[src/rtl/alu_mul_sequencer.sv]
// Shift-add multiplier controller: sequences the shared ripple ALU to form the
// low WIDTH bits of op_a*op_b, stopping early once the remaining multiplier is zero.
module alu_mul_sequencer #(
    parameter int          WIDTH     = 64,
    parameter logic [2:0]  ADD_CNTRL = 3'b010
) (
    input  logic             clk,
    input  logic             reset_n,
    input  logic             start,
    input  logic [WIDTH-1:0] op_a,
    input  logic [WIDTH-1:0] op_b,
    output logic             busy,
    output logic             done,
    output logic [WIDTH-1:0] product,
    output logic             prod_zero,
    output logic             prod_negative,
    output logic [WIDTH-1:0] alu_a,
    output logic [WIDTH-1:0] alu_b,
    output logic [2:0]       alu_cntrl,
    input  logic [WIDTH-1:0] alu_result
);

    typedef enum logic [1:0] {
        IDLE,
        RUN,
        DONE
    } state_t;

    state_t           state;
    logic [WIDTH-1:0] acc;
    logic [WIDTH-1:0] mcand;
    logic [WIDTH-1:0] mplier;
    logic [6:0]       count;
    logic             last_iter;

    // Stop when no multiplier bits remain after this add, or after WIDTH adds.
    assign last_iter = ((mplier >> 1) == '0) || (count == 7'(WIDTH - 1));

    always_comb begin
        alu_a     = '0;
        alu_b     = '0;
        alu_cntrl = ADD_CNTRL;
        if (state == RUN) begin
            alu_a = acc;
            alu_b = mplier[0] ? mcand : '0;
        end
    end

    always_ff @(posedge clk) begin
        if (!reset_n) begin
            state         <= IDLE;
            acc           <= '0;
            mcand         <= '0;
            mplier        <= '0;
            count         <= '0;
            busy          <= 1'b0;
            done          <= 1'b0;
            product       <= '0;
            prod_zero     <= 1'b1;
            prod_negative <= 1'b0;
        end else begin
            case (state)
                IDLE: begin
                    if (start) begin
                        acc    <= '0;
                        mcand  <= op_a;
                        mplier <= op_b;
                        count  <= '0;
                        busy   <= 1'b1;
                        state  <= RUN;
                    end
                end
                RUN: begin
                    acc    <= alu_result;
                    mcand  <= mcand << 1;
                    mplier <= mplier >> 1;
                    count  <= count + 7'd1;
                    if (last_iter) begin
                        product       <= alu_result;
                        prod_zero     <= (alu_result == '0);
                        prod_negative <= alu_result[WIDTH-1];
                        done          <= 1'b1;
                        state         <= DONE;
                    end
                end
                DONE: begin
                    done  <= 1'b0;
                    busy  <= 1'b0;
                    state <= IDLE;
                end
                default: begin
                    done  <= 1'b0;
                    busy  <= 1'b0;
                    state <= IDLE;
                end
            endcase
        end
    end

endmodule

[config.mk]
export PLATFORM = sky130hd
export DESIGN_NAME = alu_mul_sequencer
export DESIGN_NICKNAME = d
export VERILOG_FILES = /design/src/rtl/alu_mul_sequencer.sv
export SDC_FILE = /design/constraint.sdc
export NUM_CORES = 1
export LEC_CHECK = 0
export ABC_CLOCK_PERIOD_IN_PS = 2800
export CORE_ASPECT_RATIO = 1.75
export CORE_MARGIN = 10
export CORE_UTILIZATION = 51
export CTS_CLUSTER_DIAMETER = 120
export CTS_CLUSTER_SIZE = 16
export DETAILED_ROUTE_END_ITERATION = 10
export PLACE_DENSITY = 0.92
export SLEW_MARGIN = 30
export SYNTH_ARGS = -nofsm -noshare
export SYNTH_HDL_FRONTEND = slang
export SYNTH_SLANG_ARGS = --single-unit
[constraint.sdc]
create_clock -name clk -period 2.8 [get_ports clk]
set_input_delay 0.56 -clock clk [delete_from_list [all_inputs] [get_ports clk]]
set_output_delay 0.56 -clock clk [all_outputs]
set_load 0.02 [all_outputs]
==> reports/results.txt <==
CP delay by family, top: buffers and inverters
WL/cell: 22.0 um
Final Cycle Share: 98.8%
Post-Synthesis Cells: 1,377
synthesized flop and latch total: 268
FMAX: 362 MHz
vias in the first global route: 11,800
I/O Pins: 394
status: finished clean
Residual DRC: 0
IO buf count: 390
CP max FO: 47
area growth from synthesis to layout: 36.7%
CTS H-tree lvls: 1
DR vias: 11,900
fin nets: 1,864
Area contributors post-synth: dfxtp_1 (43%), o221a_2 (8.4%), a2bb2oi_1 (6.5%)
Mean Syn Cell Area: 9.01 um^2
crit-path cells: nor2b_4 > buf_4 > buf_12 > and2_1 > clkdlybuf4s50_1
design area: 17,000 um^2
Mapped Area: 12,400 um^2
Clk network pwr share: 32.7%
Commonest cells post-synth: dfxtp_1 (268), nand2_1 (200), clkbuf_1 (128), nor2_1 (97)
Max-slew headroom: 33.0%
half-perimeter wire length after placement: 30,400 um
worst slew pin tran: 1.01 ns
Switching Fraction: 25.9%
PwrDens: 495 nW/um^2
Die Width: 138 um
Post-synth EDFFs: 0
Top FF cell, synth: dfxtp_1
GRT overflow: 0
Clock Tree Buf Depth: 3
Startpoint Class: flip-flop
filler instances: 1,849
clk_skew: 0.0209 ns
top-count cell post-synth: dfxtp_1
Worst Hold Class: flip-flop to flip-flop
post-synth cell types: 34
Via density: 5.98
Num CTS Buffers: 20
gr usage total: 25.9%
sequential cell area fraction in the yosys report: 43.3%
first-pass GRT wire length: 65,400 um
min cycle time layout: 2.77 ns
Crit. End Element: output port
Global Route met3 Usage: 5.90%
final setup margin: 0.0342 ns
Initial Utilization: 51.6%
CP Data Required Time: 2.24 ns
WS Path Type: flip-flop to output port
Setup-failing EPs final: 0
yosys warns: 0
Net Switching: 2.18 mW
multi-input logic area: 6350 um^2
most area-hungry cell type in the Yosys netlist: dfxtp_1
clk sinks: 268
final core occ: 70.6%
largest net degree at the start of global routing: 111
clk root buf: clkbuf_16
gr busiest metal: met2
final hold viol count: 0
DP Cell Count: 1,950
CP bufs+invs: 3
Finished Layout Cells: 1,982
post-place setup slack: 0.256 ns
final wirelength: 43,600 um
die area: 31,200 um^2
TritonRoute pass-1 iters: 5
clk_lat worst skew: 0.51 ns
CORE AREA: 24,000 um^2
Internal: 6.21 mW
Worst Path Arrival: 2.21 ns
GPL Wtd Cong: 0.929
post-synthesis async set-or-reset flop share: 0%
share of cells above drive strength 1: 9.35%
Critical-path top delay cell: clkdlybuf4s50_1
VDD IR max: 0.000421 V
Row Count: 75
Routed Antenna Nets: 0
Yosys top cell area share: 43.3%
fin. max-slew vios: 0
clock slew at reported path FFs: 0.07 ns
initial antenna violation count: 5
Die Y-Extent: 226 um
Comb power frac: 17.3%
initial drt markers: 1,024
met1 Track Usage GR: 28.2%
Critical Path Max Stage Delay: 0.61 ns
Placed Area: 16,400 um^2
Flop pwr share: 50.0%
Reg area: 5370 um^2
# Max-Cap Violations: 0
TritonCTS clock tree: built
P_leak: 7.59 nW
met2 Track Usage GR: 45.1%
[cell type report]
cell class	instances	area share (%)
diodes	5	0.0738
clock inverters	1	0.177
flip-flops and latches	268	31.7
inverters	3	0.0664
well taps	308	2.27
clock buffers	22	3.12
multi-input cells	954	37.5
repair buffers	421	25.1
[metrics by stage]
stage | hold slack [ns] | setup TNS [ns] | total power [mW]
floorplan | 0.464 | 0 | 5.07
global placement | 0.436 | 0 | 5.67
detailed placement | 0.446 | 0 | 5.70
CTS | 0.459 | 0 | 8.41
global route | 0.468 | -0.00463 | 8.67
finish | 0.457 | 0 | 8.39
[what timing repair did]
action / CTS / global route
cloned: 1 / 1
hold buffers: 0 / 0
setup buffers: 0 / 2
endpoints found under the setup margin: 98 / 24
resized for setup: 102 / 14
pin swaps: 0 / 0
[state kept, by name, summed over array words and instances (netlist names)]
register and cells:
acc 64, mcand 64, mplier 64, product 63
count 7, state 2, busy 1, done 1
prod_negative 1, prod_zero 1
[routing by layer]
layer	wire length [um]	part of all wire [%]
met5	0	0
met4	2310	5.3
met3	3390	7.8
met2	22500	52
met1	15400	35
[cell families (layout without fill, tap and decap cells)]
| family | count (synthesis) | in the layout | share of synthesized area, % |
|---|---|---|---|
| AO/OA/AOI/OAI | 300 | 300 | 22.4 |
| flip-flops | 268 | 268 | 43.3 |
| other | 2 | 8 | 0.0606 |
| adder cells (fa/ha/maj) | 1 | 1 | 0.101 |
| multiplexers | 64 | 64 | 5.17 |
| buffers and inverters | 156 | 447 | 5.72 |
| AND/OR/NAND/NOR | 586 | 586 | 23.2 |
[power groups by stage]
stage | registers [mW] | logic, mW | clock network, mW
3_3_place_gp | 4.27 | 1.40 | 0
3_5_place_dp | 4.28 | 1.43 | 0
4_1_cts | 4.19 | 1.43 | 2.79
6_report | 4.20 | 1.45 | 2.74
5_1_grt | 4.22 | 1.56 | 2.89
2_1_floorplan | 4.21 | 0.861 | 0
[placed cells by master (no fill, tap or decap), drive strengths merged, types with 66 or more instances in the layout]
| cell type | netlist | layout |
|---|---|---|
| nand2 | 200 | 200 |
| clkdlybuf4s50 | 0 | 273 |
| a22oi | 67 | 67 |
| nor2b | 69 | 69 |
| a2bb2oi | 92 | 92 |
| dlygate4sd2 | 0 | 101 |
| nor2 | 97 | 97 |
| dfxtp | 268 | 268 |
| o221a | 92 | 92 |
| and2 | 66 | 66 |
[final timing paths]
check        depth (start not counted)  slack, ns                  endpoint                      from
max                                  5       0.03                 alu_a[20]     state[0]$_SDFFE_PN0P_
min                                  2       0.46  product[52]$_SDFFE_PN0P_  product[52]$_SDFFE_PN0P_
max reg2reg                          7       0.38     count[2]$_SDFFE_PN0P_     state[1]$_SDFFE_PN0P_
min reg2reg                          2       0.46  product[52]$_SDFFE_PN0P_  product[52]$_SDFFE_PN0P_
[worst register-to-register path, cell delays in order (launching register included)]
cell	delay (ns)
dfxtp_4	0.36
buf_4	0.35
buf_4	0.64
nand2b_1	0.21
buf_4	0.38
o21ai_0	0.15
a21oi_1	0.17
nor2b_1	0.05
(Power assumes the default switching activity.)
